<file path="src/rtl/fp_pipe_pkg.sv">
// Shared constants, state encoding and payload sizing for the FP adder pipeline stages.
// Payload layout is {rm, is_nan, is_inf, inf_nan_frac, sign, exp, frac}.
package fp_pipe_pkg;

  localparam int FP32_EXP_W  = 8;
  localparam int FP32_FRAC_W = 23;
  localparam int FP64_EXP_W  = 11;
  localparam int FP64_FRAC_W = 52;

  // guard, round, sticky below the stored fraction
  localparam int GRS_BITS = 3;

  typedef enum logic [1:0] {
    ST_EMPTY = 2'd0,
    ST_ONE   = 2'd1,
    ST_FULL  = 2'd2
  } skid_state_e;

  // overflow + hidden + stored fraction + GRS
  function automatic int calc_frac_w(input int frac_w);
    return frac_w + GRS_BITS + 2;
  endfunction

  function automatic int payload_w(input int exp_w, input int frac_w);
    return 2 + 1 + 1 + frac_w + 1 + exp_w + calc_frac_w(frac_w);
  endfunction

endpackage

</file>
<file path="src/rtl/fadd_cal_norm_skid.sv">
// Calc->normalize register slice: two-entry skid buffer, 1-cycle latency, full throughput.
// Backpressure: in_ready is registered state only; a full buffer stalls upstream, flush empties it.
module fadd_cal_norm_skid
  import fp_pipe_pkg::*;
#(
  parameter int EXP_W  = FP32_EXP_W,
  parameter int FRAC_W = FP32_FRAC_W,
  parameter int CNT_W  = 16,
  localparam int WF    = FRAC_W + GRS_BITS + 2
) (
  input  logic              clk,
  input  logic              rst,
  input  logic              flush,
  input  logic              in_valid,
  output logic              in_ready,
  input  logic [1:0]        in_rm,
  input  logic              in_is_nan,
  input  logic              in_is_inf,
  input  logic [FRAC_W-1:0] in_inf_nan_frac,
  input  logic              in_sign,
  input  logic [EXP_W-1:0]  in_exp,
  input  logic [WF-1:0]     in_frac,
  output logic              out_valid,
  input  logic              out_ready,
  output logic [1:0]        out_rm,
  output logic              out_is_nan,
  output logic              out_is_inf,
  output logic [FRAC_W-1:0] out_inf_nan_frac,
  output logic              out_sign,
  output logic [EXP_W-1:0]  out_exp,
  output logic [WF-1:0]     out_frac,
  output logic [1:0]        occ,
  output logic [CNT_W-1:0]  stall_cnt
);

  localparam int PW = payload_w(EXP_W, FRAC_W);

  skid_state_e      state_q, state_d;
  logic [PW-1:0]    main_q, main_d;
  logic [PW-1:0]    skid_q, skid_d;
  logic [CNT_W-1:0] stall_q, stall_d;
  logic [PW-1:0]    in_pay;
  logic             in_fire;
  logic             out_fire;

  assign in_pay = {in_rm, in_is_nan, in_is_inf, in_inf_nan_frac,
                   in_sign, in_exp, in_frac};

  assign in_fire  = in_valid & in_ready;
  assign out_fire = out_valid & out_ready;

  always_ff @(posedge clk) begin
    if (rst) begin
      state_q <= ST_EMPTY;
      main_q  <= '0;
      skid_q  <= '0;
      stall_q <= '0;
    end else begin
      state_q <= state_d;
      main_q  <= main_d;
      skid_q  <= skid_d;
      stall_q <= stall_d;
    end
  end

  always_comb begin
    state_d = state_q;
    main_d  = main_q;
    skid_d  = skid_q;
    stall_d = stall_q;

    if (out_valid && !out_ready && (stall_q != {CNT_W{1'b1}})) begin
      stall_d = stall_q + {{(CNT_W-1){1'b0}}, 1'b1};
    end

    // flush wins over any transfer; a same-cycle out_fire is still delivered
    if (flush) begin
      state_d = ST_EMPTY;
      main_d  = '0;
      skid_d  = '0;
    end else begin
      case (state_q)
        ST_EMPTY: begin
          if (in_fire) begin
            main_d  = in_pay;
            state_d = ST_ONE;
          end
        end
        ST_ONE: begin
          if (in_fire && out_fire) begin
            main_d = in_pay;
          end else if (in_fire) begin
            skid_d  = in_pay;
            state_d = ST_FULL;
          end else if (out_fire) begin
            state_d = ST_EMPTY;
          end
        end
        ST_FULL: begin
          if (out_fire) begin
            main_d  = skid_q;
            state_d = ST_ONE;
          end
        end
        default: state_d = ST_EMPTY;
      endcase
    end
  end

  always_comb begin
    out_valid = (state_q != ST_EMPTY) && !rst;
    in_ready  = (state_q != ST_FULL) && !rst;
    occ       = 2'd0;
    if (!rst) begin
      case (state_q)
        ST_ONE:  occ = 2'd1;
        ST_FULL: occ = 2'd2;
        default: occ = 2'd0;
      endcase
    end
    {out_rm, out_is_nan, out_is_inf, out_inf_nan_frac,
     out_sign, out_exp, out_frac} = rst ? {PW{1'b0}} : main_q;
    stall_cnt = stall_q;
  end

endmodule
</file>
<file path="config.mk">
export PLATFORM = sky130hd
export DESIGN_NAME = fadd_cal_norm_skid
export DESIGN_NICKNAME = d
export VERILOG_FILES = /design/src/rtl/fp_pipe_pkg.sv /design/src/rtl/fadd_cal_norm_skid.sv
export SDC_FILE = /design/constraint.sdc
export NUM_CORES = 1
export LEC_CHECK = 0
export CELL_PAD_IN_SITES_DETAIL_PLACEMENT = 1
export CELL_PAD_IN_SITES_GLOBAL_PLACEMENT = 2
export CORE_ASPECT_RATIO = 0.9
export CORE_MARGIN = 5
export CORE_UTILIZATION = 29
export DETAILED_ROUTE_END_ITERATION = 6
export GPL_ROUTABILITY_DRIVEN = 1
export PLACE_DENSITY = 0.89
export RECOVER_POWER = 100
export SLEW_MARGIN = 30
export SYNTH_ARGS = -nofsm -noshare
export SYNTH_HDL_FRONTEND = slang
export SYNTH_SLANG_ARGS = --single-unit
</file>
<file path="constraint.sdc">
create_clock -name clk -period 2.3 [get_ports clk]
set_input_delay 0.46 -clock clk [delete_from_list [all_inputs] [get_ports clk]]
set_output_delay 0.46 -clock clk [all_outputs]
set_load 0.01 [all_outputs]
</file>
; ---- After elaboration in Yosys (flattened, before gate mapping)
; Cells that the tools add are included.
; W data, S select, Z words.
[word_totals]
n_memories = 0
ramBits = 0
word_cells = 44
rom_bits = 0
regBits = 146
latchBits = 0
[classes]
mul = 0
n_mux = 13
addsub = 1
n_div = 0
n_lt_le_gt_ge = 0
eq_ne = 9
reduce_logical = 14
shift = 0
n_bitwise = 3
[ops]
columns = operator, count
row1 = $mux W64, 4
row2 = $pmux W64 S3, 1
row3 = $add A16 B1 Y16 const B, 1
row4 = $ne A16 B16 Y1 const B, 1
row5 = $mux W2, 6
row6 = $ne A2 B2 Y1 const B, 5
row7 = $reduce_and A4 Y1, 2
row8 = $pmux W2 S3, 1
row9 = $logic_and A1 B1 Y1, 5
row10 = $pmux W2 S2, 1
row11 = $ne A3 B3 Y1 const B, 1
row12 = $reduce_and A3 Y1, 1
row13 = $reduce_bool A3 Y1, 1
row14 = $and A1 B1 Y1, 2
row15 = $eq A2 B1 Y1 const B, 1
row16 = $eq A2 B2 Y1 const B, 1
row17 = $logic_not A1 Y1, 2
row18 = $logic_not A2 Y1, 1
row19 = $reduce_bool A2 Y1, 1
row20 = $reduce_or A2 Y1, 1
row21 = $not A1 Y1, 1

; ---- Logic depth before layout (Yosys ltp)
; Gate-level depths: netlist of the first run.
[depth]
word_depth = 7
mapped_depth = 8

; ---- Worst setup path before layout of the first run
; OpenSTA, ideal clock, no wires.
[synth_path]
path_type = register to register
startpoint = reg stall_q[0], in the netlist stall_cnt[0]
endpoint = reg stall_q[11], in the netlist stall_cnt[11]
arrival_ps = 1829
setup_time_ps = 123
required_time_ps = 2177
path_slack_ps = 348
n_path_buf = 1
period_less_slack_ps = 1952
stages_incl_launch_ff = 8
path_cell_list = dfxtp_1 > ha_1 > nand4_1 > and4b_1 > buf_4 > nor4b_4 > and3_1 > mux2_1
[synth_via]
elab_chain_len = 2
elab_cells_between_ends = 3
[synth_rtl]
columns = item, line_no
row1 = "start, declared", fadd_cal_norm_skid.sv:41  ; logic [CNT_W-1:0] stall_q, stall_d;
row2 = "start signal, assigned", fadd_cal_norm_skid.sv:62  ; stall_q <= stall_d;
row3 = "parallel branches: the longest is 2 deep, another holds $add A16 B1 Y16", --
; Parallel ways; which one is timed is not known.
; A chain may end at the register's enable or synchronous reset.

; ---- Final worst setup path of the first run
[layout_path]
startpoint = in rst
endpoint = out out_frac[20]
[layout_via]
elab_chain_len = 1
[layout_rtl]
columns = item, line_no
row1 = "start, declared", fadd_cal_norm_skid.sv:12  ; input logic rst,
row2 = $mux W64, fadd_cal_norm_skid.sv:122  ; out_sign, out_exp, out_frac} = rst ? {PW{1'b0}} : main_q;
row3 = "end, declared", fadd_cal_norm_skid.sv:31  ; output logic [WF-1:0] out_frac,
; Every way passes these cells.

==> results of run 1 <==
## where the power goes
group | switching [uW] | internal [uW] | leakage (uW)
combinational | 254 | 251 | 0.00217
sequential | 21.9 | 2570 | 0.00118
clock | 1110 | 1550 | 0.000265
## routing by layer
layer,part of all wire,track usage
met1,0.47,0.181
met2,0.48,0.251
met3,0.031,0.0373
met4,0.013,0.0359
met5,0,0
## kinds of logic after synthesis
| group | share of synthesized area |
|---|---|
| buffers and inverters | 0.0424 |
| XOR/XNOR | 0.0152 |
| multiplexers | 0.108 |
| flip-flops | 0.461 |
| AO/OA/AOI/OAI | 0.137 |
| adder cells (fa/ha/maj) | 0.00197 |
| AND/OR/NAND/NOR | 0.234 |
## cell usage after synthesis (all sizes together)
| cell type | instances |
|---|---|
| or2 | 2 |
| buf | 24 |
| a2111oi | 1 |
| xnor2 | 9 |
| nand2b | 1 |
| or2b | 1 |
| nor3 | 4 |
| nor3b | 1 |
| and3 | 5 |
| and2 | 1 |
| nor2 | 85 |
| xor2 | 2 |
| nor2b | 68 |
| a31oi | 1 |
| nor4b | 3 |
| o21bai | 1 |
| a21oi | 68 |
| o22a | 1 |
| and4b | 1 |
| and4 | 2 |
| nand3 | 7 |
| a211oi | 65 |
| o21ai | 1 |
| mux2 | 2 |
| nand3b | 2 |
| inv | 1 |
| ha | 1 |
| mux2i | 66 |
| clkbuf | 38 |
| nand2 | 132 |
| nand4 | 2 |
| nor4 | 1 |
| dfxtp | 146 |
## area by class of cell
cell class,instances,share of cell area
Timing Repair Buffer,175,0.203
Inverter,1,0.000428
Clock buffer,20,0.0520
Clock inverter,11,0.0120
Multi-Input combinational cell,536,0.358
Tap cell,291,0.0415
Sequential cell,146,0.333
## registers in the layout, summed over array words and instances, names as in the netlist
signal / flops
skid_q: 64
main_q: 64
state_q: 2
stall_cnt: 16
## worst max-delay path, delay by kind of cell
| family | cells | cell delay, ns |
|---|---|---|
| buf+inv | 3 | 1.07 |
| simple gates | 1 | 0.21 |
## worst min path at each step
stage | cells after the start | start | end | slack [ns]
6_report | 2 | skid_q[63] | skid_q[63] | 0.45
3_3_place_gp | 2 | skid_q[39] | skid_q[39] | 0.44
4_1_cts | 2 | skid_q[62] | skid_q[62] | 0.45
2_1_floorplan | 2 | skid_q[0] | skid_q[0] | 0.44
5_1_grt | 2 | skid_q[14] | skid_q[14] | 0.47
3_5_place_dp | 2 | skid_q[27] | skid_q[27] | 0.45
## through the flow
step / instance area (um^2) / hold slack, ns
floorplan: 6340 / 0.436
global placement: 8290 / 0.441
detailed placement: 8290 / 0.446
CTS: 8850 / 0.454
global route: 8780 / 0.467
finish: 8780 / 0.452
==> summary.md, run 1 <==
| Metric | Value |
|---|---|
| Max frequency | 0.451 GHz |
| CTS tree | done |
| Post-CTS resize count | 1 |
| Initial antenna violation count | 0 |
| LEAKAGE | roughly 0.0036 uW |
| Total chip power | 5760 uW |
| R2r startpoint | stall_cnt[0] |
| Routability cong. | 0.739 |
| Sequential fraction of the synthesis area | 0.461 |
| Layout cell share with drive strength beyond 1 | 0.0652 |
| Antenna viol nets, final | 0 |
| Setup Viol. Count Final | 0 |
| Tmin final | roughly 2.2 ns |
| Final WS setup | around 0.084 ns |
| Die Wd | 166 um |
| Largest net degree at the start of global routing | 69 |
| CP Data Arrival Time | 1.76 ns |
| Critical Path Start | rst |
| Commonest non-fill, non-tap cells in the layout | dfxtp_1 (145), nand2_1 (132), nor2_1 (85) |
| FP Rows | 51 |
| Placed Instances | 1149 |
| Status | complete, no violations |
| Final hold viol count | 0 |
| Htree depth | 4 |
| Max_cap viols | 0 |
| CP startpoint kind | input port |
| Total Wirelength | between 15 and 20 mm |
| CTS Buffer Depth | 2 |
| Via count | 5468 |
| Reg2reg path depth | 6 |
| Clk sinks | between 100 and 150 |
| Relative slew slack | 0.232 |
| Nets | roughly 950 |
| Initial DRT Pass Iterations | 4 |
| Layout area overhead | 38.4% |
| Drt wl/cell | 15.4 um |
| Clock skew | ~0.01 ns |
| Worst R2R End | stall_cnt[15] |
| Initial DRC count | 142 |
| Worst reg2reg setup slack | 0.19 ns |
| Post-CTS Setup Repair Bufs | 0 |
| Number of buffers added on ports | 152 |
| Die H | 150 um |
| Post-synthesis instance area | around 6300 um^2 |
| Least-Margin Pin Slew | around 1.2 ns |
| Yosys top cell area share | 0.461 |
| Crit path capture | out_frac[20] |
| Pre-CTS WS | 0.0212 ns |
| Cell variety after synth | 39 |
| Core Area | 21600 um^2 |
| Required @ worst endpoint | 1.84 ns |
| Clk_lat worst skew | 0.41 ns |
| Clock root buffer master | clkbuf_16 |
| GRT overflow | 0 |
| Synth warnings | 0 |
| Max IR drop VDD | 0.447 mV |
| GRT Total Usage | 0.144 |
| Clk slew on worst S/H paths | about 0.060 ns |
| I/O pins | roughly 150 |
| Vias/cell | 4.63 |
| HPWL Detailed | approximately 12 mm |
| Post-CTS Hold Buffers | 0 |
| # fillers | 2527 |
| CP Capture Type | output pin |
| Die area | 24900 um^2 |
| #FFs+latches synth | 146 |
| Core Util, Final | 0.407 |
| Most common cell after layout, fill and taps aside | dfxtp_1 |
| CP peak stage delay | 0.63 ns |
| HP Class | reg2reg |
| Drc violations | 0 |
| First-pass GRT wire length | 29.3 mm |
| Initial Util | 0.294 |
| PD cells | 656 nW/um^2 |
| Footprint of the multi-input gates | between 3000 and 4000 um^2 |
| Slowest CP cell | dlygate4sd3_1 |
| Vias in the first global route | 5550 |
| Synth area leaders | dfxtp_1 (46%), mux2i_1 (10%), nand2_1 (7.8%) |
| FF/Latch Area | around 2900 um^2 |
| Total negative slack | 0 ns |
| Synth Instances | 745 |
| Inserted Diodes | 0 |
| Worst-path fanout max | 26 |
| CP Cell Sequence | buf_4, clkbuf_4, nor2b_1, dlygate4sd3_1 |
| Crit Path Category | in2out |
| Period Utilization, post-route | 0.964 |
| Syn Area/Cell | ~8.5 um^2 |
| Non-Filler Instances | 1180 |
| Mapped Nets | 815 |
| Max-slew violation count | 0 |
| Area leader, netlist | dfxtp_1 |
| RSZ-0062 raised after global routing | false |
| CTS buffer count | 17 |
Note: power is estimated with default switching activity, not from simulation.
==> run 2: changes to the inputs <==
--- a/config.mk
+++ b/config.mk
@@ -8,7 +8,6 @@
 export CELL_PAD_IN_SITES_DETAIL_PLACEMENT = 1
 export CELL_PAD_IN_SITES_GLOBAL_PLACEMENT = 2
 export CORE_ASPECT_RATIO = 0.9
-export CORE_MARGIN = 5
 export CORE_UTILIZATION = 29
 export DETAILED_ROUTE_END_ITERATION = 6
 export GPL_ROUTABILITY_DRIVEN = 1
==> run 2 against run 1 <==
  * Power decreased by 2.2%
  * Register-to-register slack improved by 0.06 ns
  * Hold slack about the same
  * Sequential share of layout area about the same
  * Design area unchanged
  * Utilization increased by 0.94 points
  * Clock power decreased by 5%
  * Combinational power decreased by 0.8%
  * Critical path depth decreased by 1
  * Clock-buffer cell count increased by 1
  * Routed wire length decreased by 2.3%
  * Cell count increased by 0.51%
==> summary.md, run 2 (synthesis gave the netlist of run 1 again) <==
| Metric | Value |
|---|---|
| Vias in the first global route | 5609 |
| Crit Path Category | reg2out |
| Post-CTS resize count | 1 |
| Slowest CP cell | clkdlybuf4s50_1 |
| CP startpoint kind | register |
| FP Rows | 50 |
| PD cells | 642 nW/um^2 |
| Antenna viol nets, final | 0 |
| Total negative slack | 0 ns |
| Max IR drop VDD | 0.392 mV |
| HP Class | reg2reg |
| Clock root buffer master | clkbuf_16 |
| Total Wirelength | roughly 18 mm |
| Max_cap viols | 0 |
| Nets | 957 |
| Status | complete, no violations |
| Initial antenna violation count | 0 |
| Die area | 22500 um^2 |
| Via count | between 5000 and 6000 |
| Initial DRC count | about 170 |
| Commonest non-fill, non-tap cells in the layout | dfxtp_1 (145), nand2_1 (132), nor2_1 (85) |
| Relative slew slack | 0.252 |
| Total chip power | 5630 uW |
| Htree depth | 4 |
| Pre-CTS WS | 0.0188 ns |
| Die Wd | 158 um |
| CTS buffer count | 17 |
| Max frequency | 0.453 GHz |
| Vias/cell | 4.61 |
| Initial Util | 0.301 |
| Layout cell share with drive strength beyond 1 | 0.0689 |
| LEAKAGE | 0.00366 uW |
| First-pass GRT wire length | between 20 and 30 mm |
| Max-slew violation count | 0 |
| Setup Viol. Count Final | 0 |
| Period Utilization, post-route | 0.961 |
| CP Cell Sequence | or2b_4, nor2_1, clkdlybuf4s50_1 |
| CP Data Arrival Time | 1.75 ns |
| GRT overflow | 0 |
| Required @ worst endpoint | 1.84 ns |
| Layout area overhead | 38.4% |
| Post-CTS Setup Repair Bufs | 0 |
| RSZ-0062 raised after global routing | false |
| Worst-path fanout max | 7 |
| CP Capture Type | output pin |
| Hold Slack | 0.452 ns |
| CP delay by family, top | buffers and inverters |
| CP peak stage delay | 0.54 ns |
| Inserted Diodes | 0 |
| Post-CTS Hold Buffers | 0 |
| Die H | approximately 140 um |
| Clk slew on worst S/H paths | 0.06 ns |
| Final hold viol count | 0 |
| Tmin final | 2.21 ns |
| CTS Buffer Depth | 2 |
| HPWL Detailed | 11.9 mm |
| Drt wl/cell | 14.9 um |
| Largest net degree at the start of global routing | 92 |
| Core Util, Final | 0.416 |
| I/O pins | between 150 and 200 |
| Least-Margin Pin Slew | between 1 and 1.5 ns |
| GRT Total Usage | 0.164 |
| Most common cell after layout, fill and taps aside | dfxtp_1 |
| Core Area | between 20000 and 25000 um^2 |
| Clk_lat worst skew | 0.42 ns |
| WP buf/inv | 1 |
| Initial DRT Pass Iterations | 4 |
| Number of buffers added on ports | 152 |
| Clock skew | 0.00996 ns |
| Routability cong. | 0.766 |
| CTS tree | done |
| Final WS setup | 0.0901 ns |
| Drc violations | 0 |
| Clk sinks | ~150 |
[run 2: through the flow]
| step | area, um^2 | instances |
|---|---|---|
| 2_1_floorplan | 6340 | 745 |
| 3_3_place_gp | 8370 | 1154 |
| 3_5_place_dp | 8370 | 1154 |
| 4_1_cts | 8910 | 1186 |
| 5_1_grt | 8780 | 1186 |
| 6_report | 8780 | 1186 |
[run 2: per-layer routing]
layer | track usage | share of wire | up-vias
met4 | 0.0547 | 0.010 | 0
met2 | 0.279 | 0.49 | 95
met3 | 0.0362 | 0.035 | 13
met1 | 0.202 | 0.47 | 2559
li1 | - | - | 2804
met5 | 0 | 0 | -
[run 2: area by class of cell]
type,instances,area [um^2]
inverter,1,3.75
fill,2472,12300
sequential,146,2920
timing repair buffer,185,1820
clock buffer,21,450
clock inverter,11,81.3
tap,286,358
multi-input combinational,536,3140
[run 2: tightest hold or removal path, delay by kind of cell (launching register included)]
kind	cells	cell delay, ns
AOI/OAI and AO/OA	1	0.05
DFF	1	0.30
and+or+nand+nor	1	0.05
[run 2: where the power goes]
part / internal [uW] / switching [uW]
registers: 2570 / 21.3
logic: 250 / 251
clock network: 1420 / 1120
[run 2: worst paths after layout]
kind                                    from             to  slack (ns)  depth (start not counted)
worst max register to register  stall_cnt[0]  stall_cnt[11]        0.25                          6
worst min-delay path              skid_q[40]     skid_q[40]        0.45                          2
worst min register to register    skid_q[40]     skid_q[40]        0.45                          2
worst max-delay path              state_q[1]         occ[1]        0.09                          3
